==> config.mk <==
export PLATFORM = sky130hd
export DESIGN_NAME = bp_be_mem_replay_buffer
export DESIGN_NICKNAME = d
export VERILOG_FILES = /design/src/rtl/bp_be_pkg.sv /design/src/rtl/bp_be_replay_shadow.sv /design/src/rtl/bp_be_mem_replay_buffer.sv
export SDC_FILE = /design/constraint.sdc
export NUM_CORES = 1
export LEC_CHECK = 0
export CELL_PAD_IN_SITES_DETAIL_PLACEMENT = 1
export CELL_PAD_IN_SITES_GLOBAL_PLACEMENT = 1
export CORE_MARGIN = 2
export CORE_UTILIZATION = 47
export CTS_CLUSTER_DIAMETER = 150
export DETAILED_ROUTE_END_ITERATION = 10
export GPL_ROUTABILITY_DRIVEN = 0
export PLACE_DENSITY_LB_ADDON = 0.1
export SLEW_MARGIN = 20
export SYNTH_ARGS = -nofsm -noshare
export SYNTH_HDL_FRONTEND = slang
export SYNTH_HIERARCHICAL = 1
export SYNTH_SLANG_ARGS = --single-unit
==> constraint.sdc <==
create_clock -name clk_i -period 45.1 [get_ports clk_i]
set_input_delay 4.51 -clock clk_i [delete_from_list [all_inputs] [get_ports clk_i]]
set_output_delay 4.51 -clock clk_i [all_outputs]
set_load 0.02 [all_outputs]
==> src/rtl/bp_be_pkg.sv <==
// Shared types for the backend memory replay logic: replay FSM states and the
// held/in-flight op entry (valid bit + opaque dispatch packet).
`ifndef BP_BE_PKG_SV
`define BP_BE_PKG_SV

`define DECLARE_BP_BE_REPLAY_ENTRY_S(pkt_width_mp) \
  typedef struct packed { \
    logic                    v; \
    logic [pkt_width_mp-1:0] pkt; \
  } bp_be_replay_entry_s;

package bp_be_pkg;

  typedef enum logic [1:0] {
    e_rb_ready   = 2'd0,
    e_rb_wait    = 2'd1,
    e_rb_replay0 = 2'd2,
    e_rb_replay1 = 2'd3
  } bp_be_replay_state_e;

  localparam int bp_be_pkt_width_gp = 256;
  localparam int bp_be_cnt_width_gp = 16;

endpackage

`endif

==> src/rtl/bp_be_replay_shadow.sv <==
// Two-stage shadow of ops issued to the memory pipe (mem1 -> mem2).
// Valid bits are reset and clearable; packet data is an unreset shift register.
module bp_be_replay_shadow #(
  parameter int pkt_width_p = 256
) (
  input  logic                   clk_i,
  input  logic                   reset_n_i,
  input  logic                   clr,
  input  logic                   vld_p0,
  input  logic [pkt_width_p-1:0] pkt_p0,
  output logic                   vld_p1,
  output logic [pkt_width_p-1:0] pkt_p1,
  output logic                   vld_p2,
  output logic [pkt_width_p-1:0] pkt_p2
);

  // p0 -> p1 (mem1) -> p2 (mem2)
  always_ff @(posedge clk_i or negedge reset_n_i) begin
    if (!reset_n_i) begin
      vld_p1 <= 1'b0;
      vld_p2 <= 1'b0;
    end else if (clr) begin
      vld_p1 <= 1'b0;
      vld_p2 <= 1'b0;
    end else begin
      vld_p1 <= vld_p0;
      vld_p2 <= vld_p1;
    end
  end

  always_ff @(posedge clk_i) begin
    pkt_p1 <= pkt_p0;
    pkt_p2 <= pkt_p1;
  end

endmodule

==> src/rtl/bp_be_mem_replay_buffer.sv <==
// Replay buffer in front of the memory pipe: passes dispatch packets through,
// and on a mem2 D$/D-TLB miss captures the missing op plus its follower and replays them.
module bp_be_mem_replay_buffer
  import bp_be_pkg::*;
#(
  parameter int pkt_width_p = bp_be_pkt_width_gp,
  parameter int cnt_width_p = bp_be_cnt_width_gp
) (
  input  logic                   clk_i,
  input  logic                   reset_n_i,
  input  logic                   flush_i,
  input  logic                   pkt_v_i,
  input  logic [pkt_width_p-1:0] pkt_i,
  output logic                   ready_o,
  output logic                   pkt_v_o,
  output logic [pkt_width_p-1:0] pkt_o,
  input  logic                   mem_ready_i,
  input  logic                   cache_miss_v_i,
  input  logic                   tlb_miss_v_i,
  output logic                   kill_mem1_o,
  output logic                   busy_o,
  output logic [cnt_width_p-1:0] replay_cnt_o
);

  `DECLARE_BP_BE_REPLAY_ENTRY_S(pkt_width_p)

  function automatic logic [cnt_width_p-1:0] sat_inc(input logic [cnt_width_p-1:0] c);
    return (&c) ? c : c + cnt_width_p'(1);
  endfunction

  bp_be_replay_state_e state_q, state_n;

  logic                   vld_p1, vld_p2;
  logic [pkt_width_p-1:0] pkt_p1, pkt_p2;
  bp_be_replay_entry_s    mem1, mem2;

  logic                   hold0_v, hold1_v;
  logic [pkt_width_p-1:0] hold0_pkt, hold1_pkt;

  logic miss, take_miss, issue, rdy;

  assign mem1 = '{v: vld_p1, pkt: pkt_p1};
  assign mem2 = '{v: vld_p2, pkt: pkt_p2};

  // A flush squashes the missing op too, so it must not be captured or counted.
  assign miss      = (cache_miss_v_i | tlb_miss_v_i) & mem2.v;
  assign take_miss = miss & ~flush_i;

  always_comb begin
    state_n = state_q;
    rdy     = 1'b0;
    pkt_v_o = 1'b0;
    pkt_o   = pkt_i;
    unique case (state_q)
      e_rb_ready: begin
        rdy     = mem_ready_i & ~miss & ~flush_i;
        pkt_v_o = pkt_v_i & rdy;
      end
      e_rb_wait: begin
        if (mem_ready_i) state_n = e_rb_replay0;
      end
      e_rb_replay0: begin
        pkt_v_o = 1'b1;
        pkt_o   = hold0_pkt;
        if (mem_ready_i) state_n = hold1_v ? e_rb_replay1 : e_rb_ready;
      end
      e_rb_replay1: begin
        pkt_v_o = 1'b1;
        pkt_o   = hold1_pkt;
        if (mem_ready_i) state_n = e_rb_ready;
      end
    endcase
    if (take_miss) begin
      state_n = e_rb_wait;
      pkt_v_o = 1'b0;
    end
    if (flush_i) begin
      state_n = e_rb_ready;
      pkt_v_o = 1'b0;
      rdy     = 1'b0;
    end
    // Outputs drop as soon as reset asserts, not at the next edge.
    if (!reset_n_i) begin
      pkt_v_o = 1'b0;
      rdy     = 1'b0;
    end
  end

  assign ready_o     = rdy;
  assign kill_mem1_o = take_miss & reset_n_i;
  assign issue       = pkt_v_o & mem_ready_i;

  bp_be_replay_shadow #(
    .pkt_width_p(pkt_width_p)
  ) shadow (
    .clk_i    (clk_i),
    .reset_n_i(reset_n_i),
    .clr      (take_miss | flush_i),
    .vld_p0   (issue),
    .pkt_p0   (pkt_o),
    .vld_p1   (vld_p1),
    .pkt_p1   (pkt_p1),
    .vld_p2   (vld_p2),
    .pkt_p2   (pkt_p2)
  );

  // Control state: FSM, registered busy, saturating replay counter, hold valids.
  always_ff @(posedge clk_i or negedge reset_n_i) begin
    if (!reset_n_i) begin
      state_q      <= e_rb_ready;
      busy_o       <= 1'b0;
      replay_cnt_o <= '0;
      hold0_v      <= 1'b0;
      hold1_v      <= 1'b0;
    end else begin
      state_q <= state_n;
      busy_o  <= (state_n != e_rb_ready);
      if (flush_i) begin
        hold0_v <= 1'b0;
        hold1_v <= 1'b0;
      end else if (take_miss) begin
        replay_cnt_o <= sat_inc(replay_cnt_o);
        hold0_v      <= mem2.v;
        // A re-miss during REPLAY1 happens before hold1 was issued; keep it pending.
        if (state_q != e_rb_replay1) hold1_v <= mem1.v;
      end
    end
  end

  always_ff @(posedge clk_i) begin
    if (take_miss) begin
      hold0_pkt <= mem2.pkt;
      if (state_q != e_rb_replay1) hold1_pkt <= mem1.pkt;
    end
  end

endmodule
==> summary.txt <==
STA
  • Setup slack after layout: 33,940 ps
  • Final Hold Viols: 0
  • Layout Skew: 21.66 ps
  • Unrepaired setup endpoints after global routing: false
  • Relative slew slack: 0.1327
  • Period minus WS final: 11,160 ps
  • Total Neg Setup Slack: 0 ps
  • Worst slew pin tran: 1301 ps
  • Slew Viols, Final: 0
  • Final period utilization: 0.2475
  • Fmax: 89.60 MHz
  • # setup viols final: 0
  • Min Hold Slack: 337.9 ps

Cells and area
  • Share of cells above drive strength 1: 0.07194
  • Fillers: 6,115
  • Multi-input gate area: 5419 um^2
  • Net count, final: 2,818
  • Register area: 26,180 um^2
  • Area delta synth->final: 29.96%

Detailed routing
  • Avg WL per Cell: 21.36 um
  • Final WL: 75.29 mm
  • Vias/cell: 5.037
  • DR vias: 17,755
  • DR DRC count: 0
  • Routed Antenna Nets: 0
  • DR iter-0 viols: 830
  • First drt pass iteration count: 6

Synth
  • Area leader, netlist: edfxtp_1
  • YS warnings: 6
  • Mapped Avg Cell Area: 16.09 um^2
  • Post-synth net total: 2,250
  • Top cells by area, synth: edfxtp_1 (48%), dfxtp_1 (32%), mux2i_1 (8.0%)
  • Main synth FF type: edfxtp_1
  • Synth Instances: 1,986
  • Post-synth EDFFs: 512
  • Top cell type's share of synthesized area: 0.4811
  • Asr flop ratio synth: 0.02103
  • Post-synthesis register bit count: 1,046
  • Seq/Total Area, Yosys: 0.8191
  • Synthesized cell area: 31,960 um^2
  • Count of cell types in the netlist: 37
  • Post-synth top cells: dfxtp_1 (512), edfxtp_1 (512), a21oi_1 (263)

Clocking
  • Post-CTS Setup Bufs: 0
  • CTS buffer count: 101
  • TritonCTS Sinks: 1,046
  • Clock Latency Late Sink: 650 ps
  • Clk pin slew, worst setup/hold paths: 60 ps
  • H-tree Lvls: 3
  • Post-cts resize count: 0
  • Root Buffer: clkbuf_16
  • TritonCTS clock tree: done
  • Cts hold-fix bufs: 0
  • Max Root-Sink Buffers: 3

Critical path
  • Arr. time, crit path: 6650 ps
  • Setup crit end kind: output port
  • Crit-path max FO: 9
  • CP Data Required Time: 40,590 ps
  • Crit Path Category: input port to output port
  • Startpoint Class: input port

GRT
  • Initial antenna violation count: 27
  • Global route overflow: 0
  • First-pass GRT wire length: 113.7 mm
  • Number of global-route vias before repair: 19,268
  • Largest net degree at the start of global routing: 220
  • GR Util met3: 0.07088
  • GR peak layer: met2
  • GRT met2 Usage: 0.3614
  • Gr usage total: 0.2123
  • Met1 global-route usage: 0.2461

Floorplanning
  • Core box area: 67,280 um^2
  • Die ar.: 70,100 um^2
  • Initial core utilization: 0.4750
  • Die Y: 264.8 um
  • IO Pins: 539
  • Die W: 264.8 um
  • FP Rows: 95

Placement
  • Dpl hpwl: 47.60 mm
  • Dpl ws: 33,570 ps
  • PortBufs: 538

Pwr
  • Peak supply drop: 31.96 uV
  • Power Density: 46.92 nW/um^2
  • Leakage: 14.59 nW

Outcome
  • Status: finished, final reports clean

Min path
  • Hold Crit Class: register to register

Flow run
  • Max cap viols: 0
-- layout make-up --
type / instances / share of cell area
sequential: 1046 / 0.6304
timing repair buffer: 554 / 0.1330
multi-input combinational: 849 / 0.1305
clock buffer: 137 / 0.06700
tap: 873 / 0.02630
clock inverter: 53 / 0.01193
antenna: 11 / 0.0006628
inverter: 2 / 0.0001808
-- path summary, 6_finish.rpt --
kind,start,end,slack [ps],cells after the start
worst max-delay path,tlb_miss_v_i,ready_o,33940,5
min in group asynchronous,reset_n_i,replay_cnt_o[6]$_DFFE_PN0P_,3840,1
max in group asynchronous,reset_n_i,state_q[0]$_DFF_PN0_,40860,1
worst min-delay path,shadow/pkt_p1[129]$_DFF_P_,shadow/pkt_p2[129]$_DFF_P_,340,0
worst min register to register,shadow/pkt_p1[129]$_DFF_P_,shadow/pkt_p2[129]$_DFF_P_,340,0
worst max register to register,state_q[0]$_DFF_PN0_,hold1_pkt[220]$_DFFE_PP_,40760,4
-- report_power, final --
group          internal [mW]  switching, mW  leakage (nW)
clock network          0.475          0.351          1.63
registers               1.02         0.0101          9.23
logic                 0.0469         0.0436          3.73
total                   1.54          0.405          14.6
-- kinds of logic after synthesis --
group | after synthesis | share of synthesized area
DFF | 1046 | 0.8191
muxes | 259 | 0.08120
xor gates and xnor gates | 13 | 0.003563
buffers and inverters | 91 | 0.01198
AOI/OAI and AO/OA | 269 | 0.04244
adders and majority gates | 1 | 0.0003915
and+or+nand+nor | 307 | 0.04135
-- metal layers --
layer	vias to the layer above	wire (um)
met3	183	5148
met1	8839	29380
met2	426	37550
met5	-	177
met4	30	3029
li1	8277	-
-- worst max-delay path, cell delays in order --
cell and delay, ps:
clkdlybuf4s50_1 440, o21ai_2 510, nand3_1 220, nor4b_1 310
clkdlybuf4s50_1 660
-- state kept, by name, indices dropped and copies added, names as in the netlist --
name / cells
shadow/pkt_p2: 256
state_q: 2
shadow/vld_p1: 1
replay_cnt_o: 16
shadow/vld_p2: 1
hold1_pkt: 256
busy_o: 1
hold0_pkt: 256
hold1_v: 1
shadow/pkt_p1: 256
-- placed cells by master, fill, tap and decap left out, types with 5 or more instances in the layout --
cell / netlist / layout
clkdlybuf4s50_1: 0 / 537
edfxtp_1: 512 / 512
dfxtp_1: 512 / 512
a21oi_1: 263 / 263
nor2_1: 261 / 260
mux2i_1: 257 / 257
clkbuf_16: 0 / 101
clkinv_2: 0 / 29
clkbuf_1: 51 / 24
dfrtp_1: 22 / 20
buf_4: 0 / 14
clkbuf_8: 0 / 12
diode_2: 0 / 11
xnor2_1: 10 / 10
nand2_1: 9 / 9
clkinv_1: 0 / 9
bufinv_16: 0 / 7
nand3_1: 6 / 6
and3_1: 6 / 6
nand4_1: 5 / 5
-- metrics by stage --
| step | utilization | instance area, um^2 | total power, mW | cells |
|---|---|---|---|---|
| 6_report | 0.6173 | 41530 | 1.949 | 3525 |
| 3_3_place_gp | 0.5683 | 38230 | 1.139 | 3324 |
| 3_5_place_dp | 0.5683 | 38230 | 1.143 | 3324 |
| 2_1_floorplan | - | 31960 | 1.083 | 1986 |
| 4_1_cts | 0.6170 | 41510 | 1.969 | 3514 |
| 5_1_grt | 0.6173 | 41530 | 2.010 | 3524 |
Note: power is estimated with default switching activity, not from simulation.
